--- src/rtl/multicycle_pkg.sv ---
// Shared encodings for the multicycle MIPS control unit.
// Opcodes, FSM state codes and datapath mux select values.
package multicycle_pkg;

    localparam logic [5:0] OP_RTYPE = 6'b000000;
    localparam logic [5:0] OP_LW    = 6'b100011;
    localparam logic [5:0] OP_SW    = 6'b101011;
    localparam logic [5:0] OP_BEQ   = 6'b000100;
    localparam logic [5:0] OP_J     = 6'b000010;
    localparam logic [5:0] OP_ADDI  = 6'b001000;

    typedef enum logic [3:0] {
        S_IDLE   = 4'd0,
        S_FETCH  = 4'd1,
        S_DECODE = 4'd2,
        S_MEMADR = 4'd3,
        S_MEMRD  = 4'd4,
        S_MEMWB  = 4'd5,
        S_MEMWR  = 4'd6,
        S_REXEC  = 4'd7,
        S_RWB    = 4'd8,
        S_BEQ    = 4'd9,
        S_JUMP   = 4'd10,
        S_ADDIEX = 4'd11,
        S_ADDIWB = 4'd12,
        S_HALT   = 4'd15
    } state_t;

    localparam logic [1:0] ALUOP_ADD   = 2'b00;
    localparam logic [1:0] ALUOP_SUB   = 2'b01;
    localparam logic [1:0] ALUOP_FUNCT = 2'b10;

    localparam logic [1:0] SRCB_B       = 2'b00;
    localparam logic [1:0] SRCB_FOUR    = 2'b01;
    localparam logic [1:0] SRCB_IMM     = 2'b10;
    localparam logic [1:0] SRCB_IMM_SH2 = 2'b11;

    localparam logic [1:0] PCSRC_ALU    = 2'b00;
    localparam logic [1:0] PCSRC_ALUOUT = 2'b01;
    localparam logic [1:0] PCSRC_JUMP   = 2'b10;

endpackage

--- src/rtl/mc_mem_wait_timer.sv ---
// Counts stalled cycles in a memory state and flags a timeout
// on the last permitted stalled cycle (MEM_TIMEOUT-1).
module mc_mem_wait_timer #(
    parameter int MEM_TIMEOUT = 16,
    parameter int CNT_W       = 8
) (
    input  logic clk_i,
    input  logic rst_i,
    input  logic clear_i,
    input  logic count_en_i,
    input  logic mem_ready_i,
    output logic timeout_o
);

    localparam logic [CNT_W-1:0] LIMIT = CNT_W'(MEM_TIMEOUT - 1);

    logic [CNT_W-1:0] r_cnt;
    logic             w_at_limit;

    assign w_at_limit = (r_cnt == LIMIT);

    // Wait counter: restart on state change, step on each stall, hold at limit
    always_ff @(posedge clk_i or negedge rst_i) begin
        if (!rst_i) begin
            r_cnt <= '0;
        end else if (clear_i) begin
            r_cnt <= '0;
        end else if (count_en_i && !mem_ready_i && !w_at_limit) begin
            r_cnt <= r_cnt + 1'b1;
        end
    end

    // A ready in the same cycle as the limit means completion, not timeout
    assign timeout_o = count_en_i && !mem_ready_i && w_at_limit;

endmodule

--- src/rtl/multicycle_ctrl.sv ---
// Control FSM for the multicycle MIPS datapath: sequences each
// instruction, handshakes with memory and halts on a memory timeout.
module multicycle_ctrl
    import multicycle_pkg::*;
#(
    parameter int MEM_TIMEOUT = 16,
    parameter int CNT_W       = 8
) (
    input  logic       clk_i,
    input  logic       rst_i,
    input  logic [5:0] opcode_i,
    input  logic       mem_ready_i,
    output logic       pc_write_o,
    output logic       pc_write_cond_o,
    output logic       iord_o,
    output logic       mem_read_o,
    output logic       mem_write_o,
    output logic       ir_write_o,
    output logic       mem_to_reg_o,
    output logic       reg_dst_o,
    output logic       reg_write_o,
    output logic       alu_src_a_o,
    output logic [1:0] alu_src_b_o,
    output logic [1:0] alu_op_o,
    output logic [1:0] pc_source_o,
    output logic       illegal_o,
    output logic       halt_o,
    output logic [3:0] state_o
);

    state_t r_state;
    state_t w_next;
    logic   r_is_sw;
    logic   w_timeout;
    logic   w_mem_state;
    logic   w_clear;

    assign w_mem_state = (r_state == S_FETCH) ||
                         (r_state == S_MEMRD) ||
                         (r_state == S_MEMWR);
    assign w_clear     = (w_next != r_state);
    assign state_o     = r_state;

    mc_mem_wait_timer #(
        .MEM_TIMEOUT (MEM_TIMEOUT),
        .CNT_W       (CNT_W)
    ) u_timer (
        .clk_i       (clk_i),
        .rst_i       (rst_i),
        .clear_i     (w_clear),
        .count_en_i  (w_mem_state),
        .mem_ready_i (mem_ready_i),
        .timeout_o   (w_timeout)
    );

    // State register
    always_ff @(posedge clk_i or negedge rst_i) begin
        if (!rst_i) begin
            r_state <= S_IDLE;
        end else begin
            r_state <= w_next;
        end
    end

    // Remember lw vs sw at decode so MEMADR ignores later opcode changes
    always_ff @(posedge clk_i or negedge rst_i) begin
        if (!rst_i) begin
            r_is_sw <= 1'b0;
        end else if (r_state == S_DECODE) begin
            r_is_sw <= (opcode_i == OP_SW);
        end
    end

    // Next-state and datapath control decode
    always_comb begin
        w_next          = r_state;
        pc_write_o      = 1'b0;
        pc_write_cond_o = 1'b0;
        iord_o          = 1'b0;
        mem_read_o      = 1'b0;
        mem_write_o     = 1'b0;
        ir_write_o      = 1'b0;
        mem_to_reg_o    = 1'b0;
        reg_dst_o       = 1'b0;
        reg_write_o     = 1'b0;
        alu_src_a_o     = 1'b0;
        alu_src_b_o     = SRCB_B;
        alu_op_o        = ALUOP_ADD;
        pc_source_o     = PCSRC_ALU;
        illegal_o       = 1'b0;
        halt_o          = 1'b0;
        case (r_state)
            S_IDLE: begin
                w_next = S_FETCH;
            end
            S_FETCH: begin
                mem_read_o  = 1'b1;
                alu_src_b_o = SRCB_FOUR;
                ir_write_o  = mem_ready_i;
                pc_write_o  = mem_ready_i;
                if (mem_ready_i) begin
                    w_next = S_DECODE;
                end else if (w_timeout) begin
                    w_next = S_HALT;
                end
            end
            S_DECODE: begin
                alu_src_b_o = SRCB_IMM_SH2;
                case (opcode_i)
                    OP_RTYPE: w_next = S_REXEC;
                    OP_LW:    w_next = S_MEMADR;
                    OP_SW:    w_next = S_MEMADR;
                    OP_BEQ:   w_next = S_BEQ;
                    OP_J:     w_next = S_JUMP;
                    OP_ADDI:  w_next = S_ADDIEX;
                    default: begin
                        w_next    = S_FETCH;
                        illegal_o = 1'b1;
                    end
                endcase
            end
            S_MEMADR: begin
                alu_src_a_o = 1'b1;
                alu_src_b_o = SRCB_IMM;
                w_next      = r_is_sw ? S_MEMWR : S_MEMRD;
            end
            S_MEMRD: begin
                mem_read_o = 1'b1;
                iord_o     = 1'b1;
                if (mem_ready_i) begin
                    w_next = S_MEMWB;
                end else if (w_timeout) begin
                    w_next = S_HALT;
                end
            end
            S_MEMWB: begin
                reg_write_o  = 1'b1;
                mem_to_reg_o = 1'b1;
                w_next       = S_FETCH;
            end
            S_MEMWR: begin
                mem_write_o = 1'b1;
                iord_o      = 1'b1;
                if (mem_ready_i) begin
                    w_next = S_FETCH;
                end else if (w_timeout) begin
                    w_next = S_HALT;
                end
            end
            S_REXEC: begin
                alu_src_a_o = 1'b1;
                alu_op_o    = ALUOP_FUNCT;
                w_next      = S_RWB;
            end
            S_RWB: begin
                reg_write_o = 1'b1;
                reg_dst_o   = 1'b1;
                w_next      = S_FETCH;
            end
            S_BEQ: begin
                alu_src_a_o     = 1'b1;
                alu_op_o        = ALUOP_SUB;
                pc_write_cond_o = 1'b1;
                pc_source_o     = PCSRC_ALUOUT;
                w_next          = S_FETCH;
            end
            S_JUMP: begin
                pc_write_o  = 1'b1;
                pc_source_o = PCSRC_JUMP;
                w_next      = S_FETCH;
            end
            S_ADDIEX: begin
                alu_src_a_o = 1'b1;
                alu_src_b_o = SRCB_IMM;
                w_next      = S_ADDIWB;
            end
            S_ADDIWB: begin
                reg_write_o = 1'b1;
                w_next      = S_FETCH;
            end
            S_HALT: begin
                halt_o = 1'b1;
            end
            default: begin
                w_next = S_IDLE;
            end
        endcase
    end

endmodule

--- config.mk ---
export PLATFORM = sky130hd
export DESIGN_NAME = multicycle_ctrl
export DESIGN_NICKNAME = d
export VERILOG_FILES = /design/src/rtl/multicycle_pkg.sv /design/src/rtl/mc_mem_wait_timer.sv /design/src/rtl/multicycle_ctrl.sv
export SDC_FILE = /design/constraint.sdc
export NUM_CORES = 1
export LEC_CHECK = 0
export ABC_AREA = 1
export CORE_MARGIN = 2
export CORE_UTILIZATION = 35
export DETAILED_ROUTE_END_ITERATION = 16
export PLACE_DENSITY = 0.68
export SLEW_MARGIN = 20
export SYNTH_ARGS = -nofsm -noshare
export SYNTH_HDL_FRONTEND = slang
export SYNTH_SLANG_ARGS = --single-unit
--- constraint.sdc ---
create_clock -name clk_i -period 2.2 [get_ports clk_i]
set_input_delay 0.44 -clock clk_i [delete_from_list [all_inputs] [get_ports clk_i]]
set_output_delay 0.44 -clock clk_i [all_outputs]
set_load 0.01 [all_outputs]
# [Word level (Yosys, flattened, before mapping)]
# Cells that the tools add are included.
[word_totals] elab_cells=67 reg_bits=13
[classes] n_reduce_logical=18 mux=25 n_eq_ne=20 n_addsub=1
[ops] cell="$pmux W4 S9" n=1
[ops] cell="$eq A4 B4 Y1 const B" n=6
[ops] cell="$pmux W4 S5" n=1
[ops] cell="$eq A4 B3 Y1 const B" n=4
[ops] cell="$mux W4" n=4
[ops] cell="$mux W8" n=2
[ops] cell="$eq A6 B6 Y1 const B" n=2
[ops] cell="$mux W1" n=12
[ops] cell="$reduce_or A6 Y1" n=2
[ops] cell="$add A8 B1 Y8 const B" n=1
[ops] cell="$eq A4 B2 Y1 const B" n=2
[ops] cell="$eq A8 B4 Y1 const B" n=1
[ops] cell="$pmux W2 S2" n=2
[ops] cell="$reduce_or A2 Y1" n=4
[ops] cell="$eq A6 B2 Y1 const B" n=1
[ops] cell="$eq A6 B3 Y1 const B" n=1
[ops] cell="$eq A6 B4 Y1 const B" n=1
[ops] cell="$logic_not A6 Y1" n=1
[ops] cell="$pmux W2 S3" n=1
[ops] cell="$eq A4 B1 Y1 const B" n=1
[ops] cell="$logic_not A4 Y1" n=1
[ops] cell="$ne A4 B4 Y1" n=1
[ops] cell="$reduce_or A4 Y1" n=1
[ops] cell="$logic_and A1 B1 Y1" n=3
[ops] cell="other kinds (6)" n=8

# [Longest topological paths before layout]
# Gate-level depths: netlist of run 1.
[depth] word_depth=10 depth_mapped=13 ltp_nobuf=13

# [Hierarchy]
# Synthesis of run 1 repeated with hierarchy kept, for this count alone.
[hier_totals] hier_cells=203 area_unflattened_um2=1241.2
[modules_own_cells] mod="multicycle_ctrl" area_per_inst_um2=728.2 n_inst=1 cells_per_inst=131
[modules_own_cells] mod="mc_mem_wait_timer" area_per_inst_um2=513.0 n_inst=1 cells_per_inst=72

# [Worst setup path after synthesis of run 1]
# Ideal clock, no wire load.
[synth_timing] kind="flip-flop to flip-flop" from="register r_state[2] (netlist: state_o[2])" to="register u_timer.r_cnt[0]" setup_slack_ps=561 path_buffers=0 setup_time_ps=71 t_arrival_ps=1568 stages_incl_launch_ff=10 cell_sequence="dfrtp_1 > nor2_1 > nand2_1 > nor2_1 > nor3_1 > nand3_2 > nand2_1 > nand2_1 > nand3_4 > nor2_2"
[synth_between] elab_chain_cells=10 elab_cells_between_ends=28 cone_classes="14 x eq/ne; 6 x mux; 8 x reduce/logical"
[synth_rtl] item="from (decl)" line_no="multicycle_ctrl.sv:31" rtl="state_t r_state;"
[synth_rtl] item="from (signal assigned)" line_no="multicycle_ctrl.sv:61" rtl="r_state <= w_next;"
[synth_rtl] item="$eq A4 B1 Y1 / $eq A4 B3 Y1 (equally long branches)" line_no="multicycle_ctrl.sv:38, multicycle_ctrl.sv:92, multicycle_ctrl.sv:39"
[synth_rtl] item="$logic_or A1 B1 Y1" line_no="multicycle_ctrl.sv:38" rtl="assign w_mem_state = (r_state == S_FETCH) ||"
[synth_rtl] item="$logic_or A1 B1 Y1" line_no="multicycle_ctrl.sv:39" rtl="(r_state == S_MEMRD) ||"
[synth_rtl] item="$logic_and A1 B1 Y1 (2 in a row)" line_no="mc_mem_wait_timer.sv:34" rtl="assign timeout_o = count_en_i && !mem_ready_i && w_at_limit;"
[synth_rtl] item="$mux W4" line_no="multicycle_ctrl.sv:103, multicycle_ctrl.sv:132, multicycle_ctrl.sv:146"
[synth_rtl] item="$mux W4 (on tied branches)" line_no="multicycle_ctrl.sv:144, multicycle_ctrl.sv:101, multicycle_ctrl.sv:130"
[synth_rtl] item="$pmux W4 S9 (*)" line_no="multicycle_ctrl.sv:92" rtl="case (r_state)"
[synth_rtl] item="net w_next[1]" line_no="multicycle_ctrl.sv:32" rtl="state_t w_next;"
[synth_rtl] item="$ne A4 B4 Y1 (*)" line_no="multicycle_ctrl.sv:41" rtl="assign w_clear = (w_next != r_state);"
[synth_rtl] item="$mux W8 / $reduce_bool A2 Y1 (equally long branches)"
[synth_rtl] item="to (signal assigned)" line_no="mc_mem_wait_timer.sv:29" rtl="r_cnt <= r_cnt + 1'b1;"
[synth_rtl] item="to (decl)" line_no="mc_mem_wait_timer.sv:17" rtl="logic [CNT_W-1:0] r_cnt;"
# Mark *: on every way through the listed nets, which the timed path passes. The rest lies on a longest branch.
# A chain may end at the register's enable or synchronous reset.

# [Worst setup path in the final report of run 1]
[layout_timing] from="register r_state[1] (netlist: state_o[1])" to="output halt_o"
[layout_between] elab_chain_cells=2
[layout_rtl] item="$eq A4 B4 Y1" line_no="multicycle_ctrl.sv:92"
[layout_rtl] item="$mux W1" line_no="multicycle_ctrl.sv:92"
[layout_rtl] item="to (decl)" line_no="multicycle_ctrl.sv:27" rtl="output logic halt_o,"
# Every way passes these cells.

==> impl_metrics.py, run 1 <==
metrics = {
    "status": {
        "outcome": "complete, no violations",
    },
    "floorplan": {
        "core_sq_um": 3080,
        "die_x_um": 60.9,
        "rows": 20,
        "ios": 31,
        "start_util_pct": 36.9,
        "die_h_um": 60.9,
        "die_area_sq_um": 3710,
    },
    "pwr": {
        "irDropWorstVdd_mv": 0.409,
        "power.switching_uw": 886,
        "p_per_area_nw_per_um2": 1040,
        "p_clk_share_pct": 8.0,
        "p_comb_share_pct": 72.2,
        "internal_power_uw": 908,
        "p_leak_uw": 0.000953,
        "power_frac_seq_pct": 19.8,
        "swShare_pct": 49.4,
    },
    "sta": {
        "timing.hold.ws_ns": 0.520,
        "tightestPinTransition_ns": 0.566,
        "fin_skew_ns": 0.0108,
        "slew_viol_final": 0,
        "max_freq_mhz": 467,
        "fin_crit_sh_pct": 97.4,
        "hold_viol": 0,
        "fin_crit_ns": 2.14,
        "relSlewSlack_pct": 62.1,
        "setup_violations": 0,
    },
    "synthesis": {
        "synthDistinctLibCells": 29,
        "avgSynthCellArea_sq_um": 7.01,
        "syn_inst": 162,
        "synth_seq_cells": 13,
        "ys_seq_area_share_pct": 28.7,
        "netlist_area_sq_um": 1130,
        "syn_nets": 172,
        "synth_warnings": 0,
    },
    "drt": {
        "wire_per_inst_um": 11.7,
        "via_per_inst": 4.83,
        "dr.pass1.iters": 4,
        "ant_nets": 0,
        "routed_wirelength_um": 3000,
        "drtIter0Drc": 61,
        "vias": 1242,
        "drc_errors": 0,
    },
    "finish": {
        "antenna_cells": 0,
        "final_cell_mix": "25 x nor2_1, 25 x nand2_1, 20 x buf_4",
        "multi_input_area_sq_um": 762,
        "finalNetCount": 224,
        "drive_gt1_share_pct": 33.8,
        "area_growth_pct": 51.6,
        "final_util_pct": 55.9,
        "fill_cells": 288,
        "regArea_sq_um": 329,
    },
    "grt": {
        "grt_max_degree": 14,
        "antenna_found_initial": 0,
        "grt_usage_pct": 16.4,
        "grt_pass1_wl_um": 4660,
        "first_global_vias": 1117,
        "grt_overflow": 0,
    },
    "clocking": {
        "hold_buffers": 0,
        "cts_tree": "built",
        "clock_sinks": 13,
        "cts_buffers": 3,
        "clockRootBuffer": "clkbuf_4",
        "h-tree-depth": 1,
        "clk_latency_ns": 0.28,
        "clock_path_buffers": 2,
        "clk_pin_slew_ns": 0.08,
    },
    "critical_path": {
        "crit_required_ns": 1.76,
        "worstSetupEndpointType": "output port",
        "critPathLaunchType": "register",
        "crit_path_max_fanout": 6,
        "crit_type": "reg -> out",
        "worst_ep_arrival_time_ns": 1.70,
    },
    "placed_design": {
        "gp_congestion": 0.826,
        "hpwl_um": 2260,
        "port_buffers": 30,
    },
    "worst_hold_path": {
        "hp-class": "in -> async",
    },
    "flow_run": {
        "maxCapViolCount": 0,
    },
}
repair_timing:
action,in CTS,in global routing
endpoints found under the setup margin,14,12
setup buffers,4,4
pin swaps,1,2
endpoints found under the hold margin,0,0
resized for setup,15,18
per-stage QoR:
step | instances | setup TNS, ns | worst slack, ns | total power [uW] | instance area (sq um)
after detailed placement | 245 | -0.249 | -0.179 | 1500 | 1550
after CTS | 253 | -0.0214 | -0.0156 | 1720 | 1640
after global placement | 245 | -0.137 | -0.137 | 1490 | 1550
after floorplan | 162 | 0 | 0.561 | 1080 | 1130
final | 257 | 0 | 0.0564 | 1790 | 1720
after global routing | 257 | -0.0110 | -0.00959 | 1920 | 1720
Yosys cell counts:
cell type,n,area share [%]
a21oi_4,1,1.4
a31o_2,1,0.77
a32o_1,1,0.88
and3_1,1,0.55
buf_4,2,1.3
buf_6,1,0.99
dfrtp_1,13,29
ha_1,1,1.1
inv_1,16,5.3
inv_2,4,1.3
inv_4,1,0.55
nand2_1,28,9.3
nand2_2,8,4.4
nand2_4,3,3.0
nand3_1,13,5.7
nand3_2,4,3.5
nand3_4,1,1.5
nand4_1,4,2.2
nor2_1,30,9.9
nor2_2,10,5.5
nor2_4,2,2.0
nor3_1,3,1.3
nor3_2,1,0.88
o211ai_1,1,0.66
o21ai_0,4,1.8
o21ai_1,1,0.44
o22ai_1,2,1.1
xnor2_1,2,1.5
xor2_1,3,2.3
per-layer routing:
metal  wire length (um)  part of all wire [%]  global-route usage [%]
met5                  0                     0                       0
met2               1480                    49                    27.6
met4                 36                   1.2                    3.11
met1               1360                    45                    21.3
met3                127                   4.2                    4.26
final timing paths:
check                                             startpoint                           end  slack, ns  cells past startpoint
worst max-delay path                    state_o[1]$_DFF_PN0_                        halt_o       0.06                      4
max in group asynchronous                              rst_i          state_o[2]$_DFF_PN0_       1.26                      1
worst max register to register          state_o[3]$_DFF_PN0_  u_timer.r_cnt[4]$_DFFE_PN0P_       0.37                     14
min in group clk_i              u_timer.r_cnt[1]$_DFFE_PN0P_  u_timer.r_cnt[1]$_DFFE_PN0P_       0.54                      1
worst min-delay path                                   rst_i  u_timer.r_cnt[2]$_DFFE_PN0P_       0.52                      1
worst min register to register  u_timer.r_cnt[1]$_DFFE_PN0P_  u_timer.r_cnt[1]$_DFFE_PN0P_       0.54                      1
kinds of logic (layout without fill, tap and decap cells):
kind of cell,after synthesis,in the layout,share of synthesized area (%)
fa+ha+maj,1,1,1.10
buf+inv,24,75,9.48
xor+xnor,5,5,3.86
compound gates,11,11,7.06
flops,13,13,28.7
simple gates,108,108,49.8
registers in the layout (all words and copies together) (netlist names):
name           flops
r_is_sw            1
state_o            4
u_timer.r_cnt      8
final cells by class:
cell class	count	area share (%)
Timing Repair Buffer	50	27.0
Clock buffer	4	1.53
Multi-Input combinational cell	125	44.3
Tap cell	44	3.20
Sequential cell	13	19.1
Inverter	21	4.87
power groups by stage:
stage	Sequential [uW]	Clock, uW	Combinational [uW]
after floorplan	340	0	738
after global placement	349	0	1140
after detailed placement	352	0	1150
after CTS	349	148	1220
after global routing	362	161	1400
final	355	144	1300
worst max-delay path, stage by stage, from the launching register on:
cell and delay [ns]:
dfrtp_2 0.45, buf_4 0.15, nand2_2 0.11, nor2_4 0.15
clkdlybuf4s50_1 0.56
(Power assumes the default switching activity.)
==> inputs of run 2 (changes only) <==
--- a/config.mk
+++ b/config.mk
@@ -5,11 +5,12 @@
 export SDC_FILE = /design/constraint.sdc
 export NUM_CORES = 1
 export LEC_CHECK = 0
-export ABC_AREA = 1
 export CORE_MARGIN = 2
 export CORE_UTILIZATION = 35
 export DETAILED_ROUTE_END_ITERATION = 16
-export PLACE_DENSITY = 0.68
+export GPL_TIMING_DRIVEN = 0
+export PLACE_DENSITY = 0.67
+export SKIP_CTS_REPAIR_TIMING = 1
 export SLEW_MARGIN = 20
 export SYNTH_ARGS = -nofsm -noshare
 export SYNTH_HDL_FRONTEND = slang
==> run 2 against run 1 <==
Against the previous run: routed wire length up 17%; area after synthesis rose by 7.7%; count of clock-buffer cells in the layout stayed put; non-clock buffer count down 5; die area grew 7.2%; clock skew down 0.0081 ns; combinational power hardly changed; via count increased by 2.3%; critical endpoint is now illegal_o.
==> impl_metrics.py, run 2 <==
metrics = {
    "critical_path": {
        "critPathLaunchType": "register",
        "crit_path_cell_trace": "buf_6, buf_4, nor2_4, nand2b_4, nor4b_2, clkbuf_2",
        "worst_path_max_delay_cell": "dfrtp_1",
        "crit_required_ns": 1.76,
        "crit_buf_inv": 3,
        "critPathMaxStageDelay_ns": 0.41,
        "worst_ep_arrival_time_ns": 1.62,
        "crit_path_max_fanout": 5,
        "cpLargestDelayFamily": "buffers and inverters",
        "crit_type": "reg -> out",
        "worstSetupEndpointType": "output port",
    },
    "pwr": {
        "p_comb_share_pct": 73.1,
        "swShare_pct": 46.1,
        "irDropWorstVdd_mv": 0.393,
        "power.switching_uw": 823,
        "p_clk_share_pct": 8.1,
        "power_frac_seq_pct": 18.8,
        "p_leak_uw": 0.00101,
        "power_uw": 1790,
        "p_per_area_nw_per_um2": 994,
        "internal_power_uw": 964,
    },
    "synthesis": {
        "netlist_area_sq_um": 1220,
        "synth_warnings": 0,
        "ys_top_cells_by_count": "16 x nand2_1, 16 x nor2_1, 13 x dfrtp_1",
        "synth_seq_cells": 13,
        "synth_top_area_cell": "dfrtp_1",
        "synth_area_leaders": "dfrtp_1 27%, nor3_1 4.9%, nand2_1 4.9%",
        "synth_edf_count": 0,
        "syn_inst": 143,
        "ys_async_sr_fraction_pct": 100,
        "ys_seq_area_share_pct": 26.6,
        "synthDistinctLibCells": 51,
        "syn_nets": 153,
        "synth_ff_type": "dfrtp_1",
        "synth_top_area_share_pct": 26.6,
        "avgSynthCellArea_sq_um": 8.55,
    },
    "status": {
        "outcome": "complete, no violations",
    },
    "floorplan": {
        "core_sq_um": 3340,
        "ios": 31,
        "die_x_um": 63.1,
        "rows": 21,
        "die_h_um": 63.1,
        "die_area_sq_um": 3980,
        "start_util_pct": 36.6,
    },
    "placed_design": {
        "hpwl_um": 2490,
        "port_buffers": 30,
        "dp.cells": 219,
        "gp_congestion": 0.822,
    },
    "worst_hold_path": {
        "hp-class": "in -> async",
    },
    "grt": {
        "grt_pass1_wl_um": 5490,
        "first_global_vias": 1221,
        "antenna_found_initial": 0,
        "grt_max_degree": 14,
        "grt_overflow": 0,
        "grt_usage_pct": 17.0,
    },
    "drt": {
        "ant_nets": 0,
        "drtIter0Drc": 65,
        "vias": 1270,
        "routed_wirelength_um": 3520,
        "wire_per_inst_um": 15.4,
        "dr.pass1.iters": 4,
        "drc_errors": 0,
        "via_per_inst": 5.55,
    },
    "sta": {
        "fin_crit_sh_pct": 93.7,
        "hold_viol": 0,
        "setup_violations": 0,
        "tightestPinTransition_ns": 0.566,
        "relSlewSlack_pct": 62.2,
        "fin_skew_ns": 0.00270,
        "slew_viol_final": 0,
        "rsz0062_at_grt": "false",
        "fin_crit_ns": 2.06,
        "max_freq_mhz": 485,
    },
    "finish": {
        "antenna_cells": 0,
        "drive_gt1_share_pct": 27.3,
        "final_common_cell": "dlymetal6s2s_1",
        "final_cell_mix": "24 x dlymetal6s2s_1, 14 x nor2_1, 13 x nand2_1",
        "stdcell_count": 229,
        "regMostFlops": "u_timer.r_cnt",
        "regArea_sq_um": 328,
        "fill_cells": 315,
        "multi_input_area_sq_um": 906,
        "largest_register_ffs": 8,
        "finalNetCount": 194,
        "area_growth_pct": 47.2,
    },
    "clocking": {
        "clockRootBuffer": "clkbuf_4",
        "clk_latency_ns": 0.28,
        "clock_sinks": 13,
        "h-tree-depth": 1,
        "clk_pin_slew_ns": 0.07,
        "cts_tree": "built",
        "clock_path_buffers": 2,
        "cts_buffers": 3,
    },
    "flow_run": {
        "maxCapViolCount": 0,
    },
}
## run 2: changes by cell type after synthesis, sizes merged, moves of 4 or more
| cell | delta |
|---|---|
| nor2 | -25 |
| nand2 | -23 |
| inv | -20 |
| nand3 | -13 |
| nor3 | +8 |
| a21oi | +6 |
| clkbuf | +4 |
| nor2b | +4 |
| nor4 | +4 |
## run 2: path summary, 6_finish.rpt
path | from | endpoint | slack, ns | cells after the start
max | state_o[3]$_DFF_PN0_ | illegal_o | 0.14 | 6
min | rst_i | u_timer.r_cnt[7]$_DFFE_PN0P_ | 0.52 | 1
max reg2reg | u_timer.r_cnt[0]$_DFFE_PN0P_ | u_timer.r_cnt[2]$_DFFE_PN0P_ | 0.33 | 6
min reg2reg | r_is_sw$_DFFE_PN0P_ | r_is_sw$_DFFE_PN0P_ | 0.55 | 2
max in group asynchronous | rst_i | state_o[1]$_DFF_PN0_ | 1.27 | 1
min in group clk_i | r_is_sw$_DFFE_PN0P_ | r_is_sw$_DFFE_PN0P_ | 0.55 | 2
## run 2: cells by family after synthesis
kind of cell | Yosys count | synth area share (%)
AOI/OAI and AO/OA | 31 | 21.8
xor gates and xnor gates | 9 | 6.45
adders and majority gates | 1 | 1.02
buffers and inverters | 10 | 5.53
DFF | 13 | 26.6
muxes | 2 | 1.64
and+or+nand+nor | 77 | 37.0
## run 2: per-layer routing
| layer | up-vias | wire, um | track usage, % |
|---|---|---|---|
| li1 | 611 | - | - |
| met2 | 51 | 1740 | 27.0 |
| met3 | 8 | 207 | 4.82 |
| met1 | 600 | 1510 | 20.2 |
| met4 | 0 | 68 | 10.3 |
| met5 | - | 0 | 0 |
## run 2: worst reg2reg max path, cell delays in order (launching register included)
cell and delay (ns):
dfrtp_1 0.42, ha_1 0.26, nand3_1 0.22, nor2_4 0.07, o311ai_2 0.33, a32oi_4 0.14, nor4_2 0.33
## run 2: per-stage QoR
step | hold WS, ns | setup slack, ns | area, sq um | util, % | TNS (ns)
floorplan | 0.144 | 0.285 | 1220 | - | 0
global placement | 0.496 | -0.577 | 1580 | 47.4 | -3.68
detailed placement | 0.546 | -0.566 | 1580 | 47.4 | -3.84
CTS | 0.536 | -0.594 | 1610 | 48.1 | -5.65
global route | 0.551 | 0.00373 | 1800 | 53.9 | 0
finish | 0.522 | 0.138 | 1800 | 53.9 | 0
## run 2: area by class of cell
class,count,share of cell area (%)
Tap cell,46,3.20
Multi-Input combinational cell,120,50.3
Sequential cell,13,18.2
Clock buffer,4,1.46
Buffer,9,4.31
Timing Repair Buffer,36,22.3
Inverter,1,0.209
## run 2: power by group through the flow
stage          registers, uW  logic (uW)  clock network [uW]
4_1_cts                  336        1200                 154
3_3_place_gp             338        1180                   0
3_5_place_dp             341        1200                   0
6_report                 336        1310                 145
2_1_floorplan            342         761                   0
5_1_grt                  344        1430                 165
